File: src/rtl/decoder_round_sequencer_pkg.sv
// Shared definitions for the decoder round sequencer.
//   - STAGE_* encodings / STAGE_WIDTH as driven by decoder_stage_controller
//   - RESULT_STATUS_* codes carried in each result record
//   - result_rec_t: packed record layout for the default widths
//   - seq_state_e: round sequencer FSM states
package decoder_round_sequencer_pkg;

  localparam int STAGE_WIDTH = 3;
  localparam logic [STAGE_WIDTH-1:0] STAGE_IDLE   = 3'd0;
  localparam logic [STAGE_WIDTH-1:0] STAGE_LOAD   = 3'd1;
  localparam logic [STAGE_WIDTH-1:0] STAGE_SPREAD = 3'd2;
  localparam logic [STAGE_WIDTH-1:0] STAGE_MERGE  = 3'd3;
  localparam logic [STAGE_WIDTH-1:0] STAGE_PEEL   = 3'd4;

  localparam logic [1:0] RESULT_STATUS_OK       = 2'b00;
  localparam logic [1:0] RESULT_STATUS_DEADLOCK = 2'b01;
  localparam logic [1:0] RESULT_STATUS_TIMEOUT  = 2'b10;

  localparam int REC_ROUND_ID_W = 16;
  localparam int REC_ITER_W     = 8;

  // Field order matches the concatenation the sequencer pushes into the FIFO.
  typedef struct packed {
    logic [REC_ROUND_ID_W-1:0] round_id;
    logic [1:0]                status;
    logic                      final_cardinality;
    logic [REC_ITER_W-1:0]     iterations;
    logic [31:0]               cycles;
  } result_rec_t;

  typedef enum logic [2:0] {
    SEQ_IDLE,
    SEQ_START,
    SEQ_WAIT_LOAD,
    SEQ_RUN,
    SEQ_CAPTURE
  } seq_state_e;

endpackage

File: src/rtl/decoder_round_sequencer_fifo.sv
// decoder_result_fifo: synchronous first-word-fall-through FIFO of records.
//   clk, reset_n        : clock, async active-low reset (empties the FIFO)
//   push, push_data     : write one record (ignored when full)
//   pop                 : remove head (ignored when empty)
//   head_data           : current head, forced to 0 while empty
//   head_valid          : FIFO non-empty
//   count               : number of stored records
module decoder_result_fifo #(
  parameter int DATA_W = 59,
  parameter int DEPTH  = 4,
  localparam int AW    = $clog2(DEPTH),
  localparam int CW    = AW + 1
) (
  input  logic              clk,
  input  logic              reset_n,
  input  logic              push,
  input  logic [DATA_W-1:0] push_data,
  input  logic              pop,
  output logic [DATA_W-1:0] head_data,
  output logic              head_valid,
  output logic [CW-1:0]     count
);

  localparam logic [CW-1:0] DEPTH_CNT = CW'(DEPTH);

  logic [DATA_W-1:0] mem_q [DEPTH];
  logic [AW-1:0]     wr_ptr_q, wr_ptr_d;
  logic [AW-1:0]     rd_ptr_q, rd_ptr_d;
  logic [CW-1:0]     count_q, count_d;
  logic              do_push, do_pop;

  assign do_pop  = pop && (count_q != '0);
  assign do_push = push && (count_q != DEPTH_CNT);

  always_comb begin
    wr_ptr_d = wr_ptr_q;
    rd_ptr_d = rd_ptr_q;
    count_d  = count_q;
    if (do_push) wr_ptr_d = wr_ptr_q + 1'b1;  // DEPTH is a power of two: natural wrap
    if (do_pop)  rd_ptr_d = rd_ptr_q + 1'b1;
    case ({do_push, do_pop})
      2'b10:   count_d = count_q + 1'b1;
      2'b01:   count_d = count_q - 1'b1;
      default: count_d = count_q;
    endcase
  end

  always_ff @(posedge clk or negedge reset_n) begin
    if (!reset_n) begin
      wr_ptr_q <= '0;
      rd_ptr_q <= '0;
      count_q  <= '0;
    end else begin
      wr_ptr_q <= wr_ptr_d;
      rd_ptr_q <= rd_ptr_d;
      count_q  <= count_d;
    end
  end

  // Storage needs no reset: the head is masked whenever the FIFO is empty.
  always_ff @(posedge clk) begin
    if (do_push) mem_q[wr_ptr_q] <= push_data;
  end

  assign head_valid = (count_q != '0);
  assign head_data  = head_valid ? mem_q[rd_ptr_q] : '0;
  assign count      = count_q;

endmodule

File: src/rtl/decoder_round_sequencer.sv
// decoder_round_sequencer: takes host decode requests, pulses new_round_start
// to the stage controller, follows the round to completion and stores the
// outcome in a result FIFO drained by the host over valid/ready.
//   round_request / round_accept      : host request, one-cycle accept pulse
//   new_round_start                   : one-cycle start pulse to the controller
//   stage, result_valid, deadlock,
//   final_cardinality, iteration_counter, cycle_counter : controller status
//   out_valid / out_ready / out_*     : FWFT result FIFO head
//   fifo_count                        : stored records
//   busy                              : FSM not in IDLE
// Build option: DECODER_ROUND_WATCHDOG_EN adds a RUN-state watchdog that ends
// a stuck round with TIMEOUT status after ROUND_TIMEOUT cycles.
module decoder_round_sequencer
  import decoder_round_sequencer_pkg::*;
#(
  parameter int ITERATION_COUNTER_WIDTH = REC_ITER_W,
  parameter int FIFO_DEPTH              = 4,
  parameter int ROUND_ID_WIDTH          = REC_ROUND_ID_W,
  parameter int ROUND_TIMEOUT           = 4096,
  localparam int CW                     = $clog2(FIFO_DEPTH) + 1
) (
  input  logic                               clk,
  input  logic                               reset_n,
  input  logic                               round_request,
  output logic                               round_accept,
  output logic                               new_round_start,
  input  logic [STAGE_WIDTH-1:0]             stage,
  input  logic                               result_valid,
  input  logic                               deadlock,
  input  logic                               final_cardinality,
  input  logic [ITERATION_COUNTER_WIDTH-1:0] iteration_counter,
  input  logic [31:0]                        cycle_counter,
  output logic                               out_valid,
  input  logic                               out_ready,
  output logic [ROUND_ID_WIDTH-1:0]          out_round_id,
  output logic [1:0]                         out_status,
  output logic                               out_final_cardinality,
  output logic [ITERATION_COUNTER_WIDTH-1:0] out_iterations,
  output logic [31:0]                        out_cycles,
  output logic [CW-1:0]                      fifo_count,
  output logic                               busy
);

  localparam int REC_W = ROUND_ID_WIDTH + 2 + 1 + ITERATION_COUNTER_WIDTH + 32;
  localparam logic [CW-1:0] FULL_CNT = CW'(FIFO_DEPTH);

  seq_state_e                state_q, state_d;
  logic [ROUND_ID_WIDTH-1:0] round_id_q, round_id_d;
  logic [1:0]                status_q, status_d;
  logic                      push;
  logic [REC_W-1:0]          push_rec, head_rec;
  logic                      stage_idle;

  assign stage_idle = (stage == STAGE_IDLE);

`ifdef DECODER_ROUND_WATCHDOG_EN
  localparam int WD_W = $clog2(ROUND_TIMEOUT + 1);
  localparam logic [WD_W-1:0] WD_LIMIT = WD_W'(ROUND_TIMEOUT);

  logic [WD_W-1:0] wd_q, wd_d;
  logic            wd_expired;

  assign wd_expired = (wd_q == WD_LIMIT);

  // Cleared on START, counts RUN cycles, holds at the limit.
  always_comb begin
    wd_d = wd_q;
    if (state_q == SEQ_START)                   wd_d = '0;
    else if (state_q == SEQ_RUN && !wd_expired) wd_d = wd_q + 1'b1;
  end

  always_ff @(posedge clk or negedge reset_n) begin
    if (!reset_n) wd_q <= '0;
    else          wd_q <= wd_d;
  end
`endif

  always_comb begin
    state_d         = state_q;
    round_id_d      = round_id_q;
    status_d        = status_q;
    round_accept    = 1'b0;
    new_round_start = 1'b0;
    push            = 1'b0;
    case (state_q)
      // Reserving a FIFO slot here means CAPTURE can never hit a full FIFO.
      SEQ_IDLE: if (round_request && fifo_count != FULL_CNT) state_d = SEQ_START;
      SEQ_START: begin
        round_accept    = 1'b1;
        new_round_start = 1'b1;
        state_d         = SEQ_WAIT_LOAD;
      end
      SEQ_WAIT_LOAD: if (!stage_idle) state_d = SEQ_RUN;
      SEQ_RUN: begin
        if (stage_idle && result_valid) begin
          status_d = RESULT_STATUS_OK;
          state_d  = SEQ_CAPTURE;
        end else if (stage_idle && deadlock) begin
          status_d = RESULT_STATUS_DEADLOCK;
          state_d  = SEQ_CAPTURE;
        end
`ifdef DECODER_ROUND_WATCHDOG_EN
        else if (wd_expired) begin
          status_d = RESULT_STATUS_TIMEOUT;
          state_d  = SEQ_CAPTURE;
        end
`endif
      end
      SEQ_CAPTURE: begin
        push       = 1'b1;
        round_id_d = round_id_q + 1'b1;
        state_d    = SEQ_IDLE;
      end
      default: state_d = SEQ_IDLE;
    endcase
  end

  always_ff @(posedge clk or negedge reset_n) begin
    if (!reset_n) begin
      state_q    <= SEQ_IDLE;
      round_id_q <= '0;
      status_q   <= RESULT_STATUS_OK;
    end else begin
      state_q    <= state_d;
      round_id_q <= round_id_d;
      status_q   <= status_d;
    end
  end

  // Controller result fields are taken live in CAPTURE; status was latched in RUN.
  assign push_rec = {round_id_q, status_q, final_cardinality, iteration_counter, cycle_counter};

  decoder_result_fifo #(
    .DATA_W (REC_W),
    .DEPTH  (FIFO_DEPTH)
  ) u_fifo (
    .clk        (clk),
    .reset_n    (reset_n),
    .push       (push),
    .push_data  (push_rec),
    .pop        (out_ready),
    .head_data  (head_rec),
    .head_valid (out_valid),
    .count      (fifo_count)
  );

  assign {out_round_id, out_status, out_final_cardinality, out_iterations, out_cycles} = head_rec;
  assign busy = (state_q != SEQ_IDLE);

endmodule
File: config.mk
export PLATFORM = sky130hd
export DESIGN_NAME = decoder_round_sequencer
export DESIGN_NICKNAME = d
export VERILOG_FILES = /design/src/rtl/decoder_round_sequencer_pkg.sv /design/src/rtl/decoder_round_sequencer_fifo.sv /design/src/rtl/decoder_round_sequencer.sv
export SDC_FILE = /design/constraint.sdc
export NUM_CORES = 1
export LEC_CHECK = 0
export ABC_AREA = 1
export BUFFER_PORTS_ARGS = -buffer_cell sky130_fd_sc_hd__clkbuf_2
export CORE_ASPECT_RATIO = 1.2
export CORE_MARGIN = 4
export CORE_UTILIZATION = 53
export CTS_CLUSTER_DIAMETER = 120
export DETAILED_ROUTE_END_ITERATION = 8
export PLACE_DENSITY = 0.75
export SLEW_MARGIN = 20
export SYNTH_ARGS = -nofsm -noshare
export SYNTH_HDL_FRONTEND = slang
export SYNTH_SLANG_ARGS = --single-unit
export TNS_END_PERCENT = 10
File: constraint.sdc
create_clock -name clk -period 3.8 [get_ports clk]
set_input_delay 0.38 -clock clk [delete_from_list [all_inputs] [get_ports clk]]
set_output_delay 0.38 -clock clk [all_outputs]
set_load 0.01 [all_outputs]
# Word level (Yosys, flattened, before mapping)
# Memory sizes are Yosys's and may differ from the RTL's.
# Index checks and enable logic that the tools add are counted.
dict set report classes {
  n_addsub 5
  multipliers 0
  div 0
  order_cmp 0
  eq_ne 10
  n_shift 0
  n_mux 13
  bitwise_logic 0
  reduce_logical 13
}
# op n
set op_table {}
lappend op_table {{$mux W59} 1}
lappend op_table {{$add A16 B1 Y16 const B} 1}
lappend op_table {{$mux W3} 4}
lappend op_table {{$pmux W3 S4} 1}
lappend op_table {{$eq A3 B2 Y1 const B} 2}
lappend op_table {{$logic_not A3 Y1} 2}
lappend op_table {{$ne A3 B3 Y1 const B} 2}
lappend op_table {{$pmux W3 S2} 1}
lappend op_table {{$reduce_bool A3 Y1} 2}
lappend op_table {{$logic_and A1 B1 Y1} 5}
lappend op_table {{$add A2 B1 Y2 const B} 2}
lappend op_table {{$mux W1} 4}
lappend op_table {{$mux W2} 2}
lappend op_table {{$ne A2 B2 Y1 const B} 2}
lappend op_table {{$reduce_bool A2 Y1} 2}
lappend op_table {{$add A3 B1 Y3 const B} 1}
lappend op_table {{$eq A3 B1 Y1 const B} 1}
lappend op_table {{$eq A3 B3 Y1 const B} 1}
lappend op_table {{$reduce_and A3 Y1} 1}
lappend op_table {{$sub A3 B1 Y3 const B} 1}
lappend op_table {{$eq A2 B1 Y1 const B} 1}
lappend op_table {{$eq A2 B2 Y1 const B} 1}
lappend op_table {{$reduce_and A2 Y1} 1}
dict set report totals {
  regBits 28
  latchBits 0
  ram_bits 236
  rom_bits 0
  out_inout_bits 66
  wordCells 48
  mem_count 1
}
# memory words word_bits read_ports rd_clocked_by_memory_dff wr line
set memory_table {}
lappend memory_table {u_fifo.mem_q 4 59 1 0 1 decoder_round_sequencer_fifo.sv:26} ;# logic [DATA_W-1:0] mem_q [DEPTH];

# Logic depth before layout (Yosys ltp)
dict set report logic_depth {
  ltp_word 5
  depth_mapped 10
  ltp_nobuf 10
}

# By module
# A second synthesis with hierarchy kept.
dict set report hier_totals {
  hier_cells 1117
  area_unflattened_um2 11468.5
}
# module instances cells_per_inst area_per_inst_um2 seq_area_each_um2
set modules_own_cells {}
lappend modules_own_cells {decoder_result_fifo 1 988 10423.7 7262.0}
lappend modules_own_cells {decoder_round_sequencer 1 129 1044.8 500.5}

# Worst setup path before layout
# No wires, ideal clock.
dict set report synth_timing {
  path_type {register to register}
  startpoint {register state_q[1]}
  endpoint {memory u_fifo.mem_q[0][0] (enable)}
  setup_time_ns 0.474
  arrival_time_ns 3.304
  slack_ns 0.022
  path_stages_with_launch 6
  path_buffers 0
  cell_sequence {dfrtp_1 inv_2 nand3_4 inv_2 nand2_2 nor2_1}
}
dict set report synth_via {
  elab_chain_cells 5
}
# element line
set synth_rtl {}
lappend synth_rtl {{start, declared} decoder_round_sequencer.sv:47} ;# seq_state_e state_q, state_d;
lappend synth_rtl {{start signal, assigned} decoder_round_sequencer.sv:124} ;# state_q <= state_d;
lappend synth_rtl {{$eq A3 B3 Y1} decoder_round_sequencer.sv:85} ;# case (state_q)
lappend synth_rtl {{$mux W1} decoder_round_sequencer.sv:85}
lappend synth_rtl {{$logic_and A1 B1 Y1} decoder_round_sequencer_fifo.sv:33} ;# assign do_push = push && (count_q != DEPTH_CNT);
lappend synth_rtl {{$mux W1} decoder_round_sequencer_fifo.sv:62} ;# if (do_push) mem_q[wr_ptr_q] <= push_data;
lappend synth_rtl {{$mux W1 (not written as such)} decoder_round_sequencer_fifo.sv:62}
lappend synth_rtl {{end, declared} decoder_round_sequencer_fifo.sv:26}
# No other way between the ends.

# Worst setup path in the final report
dict set report layout_timing {
  startpoint {register u_fifo.rd_ptr_q[1]}
  endpoint {output port out_round_id[15]}
}
dict set report layout_via {
  elab_chain_cells 2
}
# element line
set layout_rtl {}
lappend layout_rtl {{start, declared} decoder_round_sequencer_fifo.sv:28} ;# logic [AW-1:0] rd_ptr_q, rd_ptr_d;
lappend layout_rtl {{start signal, assigned} decoder_round_sequencer_fifo.sv:55} ;# rd_ptr_q <= rd_ptr_d;
lappend layout_rtl {{$mem_v2 Z4 W59} n/a}
lappend layout_rtl {{$mux W59} decoder_round_sequencer_fifo.sv:66} ;# assign head_data = head_valid ? mem_q[rd_ptr_q] : '0;
lappend layout_rtl {{end, declared} decoder_round_sequencer.sv:35} ;# output logic [ROUND_ID_WIDTH-1:0] out_round_id,
# No other way between the ends.

==> flow_metrics.env <==
export IMPL_synthArstFlopShare_pct=10.42
export IMPL_dp_hpwl_um=13420
export IMPL_critPathMaxStageDelay_ps=750
export IMPL_cp_data_arrival_time_ps=2560
export IMPL_synth_top_area_share_pct=65.99
export IMPL_synth_avg_cell_area_um2=12.00
export IMPL_ant_nets=0
export IMPL_cts_path_max_buffers=3
export IMPL_hold_class="input pin to flop"
export IMPL_synth_mux_area_share_pct=0
export IMPL_die_area_um2=22250
export IMPL_synth_edff_count=232
export IMPL_fmax_mhz=340.0
export IMPL_syn_to_final_growth_pct=15.74
export IMPL_core_area_um2=19550
export IMPL_status="finished, final reports clean"
export IMPL_ys_flop_type="edfxtp_1"
export IMPL_n_fill_cell=1456
export IMPL_p_clk_share_pct=28.7
export IMPL_worstPathRequired_ps=3420
export IMPL_synth_compound_area_share_pct=8.924
export IMPL_rsz0062_at_grt="false"
export IMPL_synth_fa_ha_area_share_pct=0.9007
export IMPL_wire_per_inst_um=17.32
export IMPL_comb_power_share_pct=32.7
export IMPL_synthSimpleGateAreaFrac_pct=12.89
export IMPL_maxSlewViolCount=0
export IMPL_yosys_top_cells_count="nor2_1 (256), edfxtp_1 (232), o21ai_0 (102)"
export IMPL_ys_types=33
export IMPL_cts_buffers_inserted=25
export IMPL_grt_pass1_vias=6561
export IMPL_drt_iter0_markers=644
export IMPL_relSlewSlack_pct=51.16
export IMPL_multi_input_area_um2=2560
export IMPL_power_density_nw_per_um2=716.1
export IMPL_drive_gt1_share_pct=18.99
export IMPL_path_cells="inv_2 -> buf_4 -> nor2_1 -> o21ai_0 -> a21oi_1 -> clkbuf_2"
export IMPL_drc_errors=0
export IMPL_post_route_min_period_ps=2941
export IMPL_synth_area_um2=10560
export IMPL_syn_nets=937
export IMPL_startpoint_type="flop"
export IMPL_sw_frac_of_total_pct=34.42
export IMPL_switchingPower_mw=3.012
export IMPL_synth_most_common_cell="nor2_1"
export IMPL_critPathCaptureType="primary output"
export IMPL_cts_root_buf="clkbuf_16"
export IMPL_numClockSinks=259
export IMPL_ys_warn_count=0
export IMPL_htreeDepth=1
export IMPL_vias_per_cell=5.328
export IMPL_antenna_found_initial=0
export IMPL_syn_inst=880
export IMPL_seq_area_frac_synth_pct=72.39
export IMPL_synth_top_area_cell="edfxtp_1"
export IMPL_antenna_cells=0
export IMPL_path_clk_slew_ps=60
export IMPL_drt_pass1_iterations=5
export IMPL_setup_slack_ps=859.0
export IMPL_pre_cts_slack_ps=1364
export IMPL_clock_latency_ps=500
export IMPL_critPathSlowestCell="dfrtp_2"
export IMPL_synth_xor_area_share_pct=1.150
export IMPL_min_period_over_period_pct=77.40
export IMPL_tightest_slew_ps=732.6
export IMPL_p_seq_share_pct=38.6
export IMPL_grt_max_degree=73
export IMPL_ys_ff_latch=259
export IMPL_io_buffers=114
export IMPL_worstSetupPathType="flop to primary output"
export IMPL_synth_top_family_by_area="simple AND/OR/NAND/NOR gates"
export IMPL_total_power_mw=8.750
export IMPL_skew_ps=6.436
export IMPL_row_count=56
export IMPL_regArea_um2=7647
export IMPL_final_hold_viol_count=0
export IMPL_gr_usage_all_layers_pct=19.66
export IMPL_synthTopCellsByArea="edfxtp_1 (66%), nor2_1 (9.1%), dfrtp_1 (6.4%), o21ai_0 (4.8%), a21oi_1 (3.0%)"
export IMPL_dr_total_vias=6777
export IMPL_drt_wl_total_um=22030
export IMPL_final_nets=1050
export IMPL_cts_tree="built"
export IMPL_reg2reg_slack_ps=1520
export IMPL_grt_pass1_wl_um=34510
export IMPL_leakage_nw=4.613
export IMPL_report_final_setup_viol=0
export IMPL_boundaryPins=116
export IMPL_grt_overflow=0
export IMPL_maxCapViolCount=0
export IMPL_gp_congestion=0.8458
export IMPL_ir_worst_vdd_mv=0.4654
export IMPL_cellInternalPower_mw=5.738
export IMPL_die_x_um=136.8
export IMPL_start_util_pct=54.01
export IMPL_die_y_um=162.6
export IMPL_crit_fanout=29
export IMPL_fin_setup_tns_ps=0
==> cell families after synthesis <==
kind of cell	count (synthesis)
AND/OR/NAND/NOR	336
flip-flops	259
XOR/XNOR	13
other	1
AO/OA/AOI/OAI	188
buffers and inverters	76
adder cells (fa/ha/maj)	7
==> worst max-delay path: cells and delay by family (launching register included) <==
family	cells	cell delay (ps)
buffers and inverters	3	820
flip-flops	1	750
AND/OR/NAND/NOR	1	150
AO/OA/AOI/OAI	2	320
==> cell type report <==
| type | count | share of cell area (%) |
|---|---|---|
| flip-flops and latches | 259 | 62.58 |
| multi-input cells | 545 | 20.95 |
| clock buffers | 36 | 5.949 |
| repair buffers | 132 | 5.898 |
| well taps | 261 | 2.673 |
| clock inverters | 9 | 1.024 |
| inverters | 30 | 0.9216 |
==> state kept, by name (all words and copies together), names as in the netlist <==
register and flops:
u_fifo.mem_q 232, u_fifo.count 3, u_fifo.wr_ptr_q 2, state_q 3
status_q 1, round_id_q 16, u_fifo.rd_ptr_q 2
==> per-stage QoR <==
step           util (%)  cell area, µm²  hold slack [ps]  std cells
2_1_floorplan         -           10560            84.41        880
3_3_place_gp      58.10           11360            476.4       1226
3_5_place_dp      58.10           11360            484.9       1226
4_1_cts           62.51           12220            55.42       1272
5_1_grt           62.51           12220            66.12       1272
6_report          62.51           12220            78.61       1272
==> per-layer routing <==
metal / global-route usage, % / vias up / wire length [µm]
met5: 0 / - / 0
met4: 4.356 / 0 / 343
met3: 3.121 / 34 / 1707
met2: 34.51 / 237 / 11050
met1: 25.96 / 3242 / 8927
li1: - / 3264 / -
==> worst paths after layout <==
path | start | end | cells past startpoint
setup / recovery | u_fifo.rd_ptr_q[1]$_DFFE_PN0P_ | out_round_id[15] | 6
hold / removal | result_valid | status_q[0]$_DFFE_PN0P_ | 2
setup reg to reg | state_q[1]$_DFFE_PN0P_ | u_fifo.mem_q[0][18]$_DFFE_PP_ | 6
hold reg to reg | status_q[0]$_DFFE_PN0P_ | u_fifo.mem_q[1][41]$_DFFE_PP_ | 0
max in group asynchronous | reset_n | u_fifo.rd_ptr_q[0]$_DFFE_PN0P_ | 2
min in group asynchronous | reset_n | u_fifo.count[1]$_DFFE_PN0P_ | 2
==> timing repair <==
| action | CTS | global route |
|---|---|---|
| hold buffers | 1 | 0 |
| resized for setup | 0 | 0 |
| endpoints found under the hold margin | 27 | 0 |
| setup buffers | 0 | 0 |
==> power groups by stage <==
stage | combinational, mW | sequential (mW) | clock [mW]
floorplan | 2.01 | 3.30 | 0
global placement | 2.84 | 3.43 | 0
detailed placement | 2.89 | 3.44 | 0
CTS | 2.91 | 3.38 | 2.56
global route | 3.22 | 3.40 | 2.68
finish | 2.86 | 3.38 | 2.51
==> layout by cell type (no fill, tap or decap), types with 6 or more instances in the layout <==
cell type	instances
clkbuf_2	114
dfrtp_1	25
a21oi_1	63
xor2_1	8
inv_1	25
nand2_1	57
nand3_1	6
clkbuf_8	6
nor2_1	252
ha_1	6
buf_4	16
o21ai_1	22
clkbuf_16	25
nor2_4	7
o21ai_0	102
edfxtp_1	232
Power figures use the tool's default switching activity.
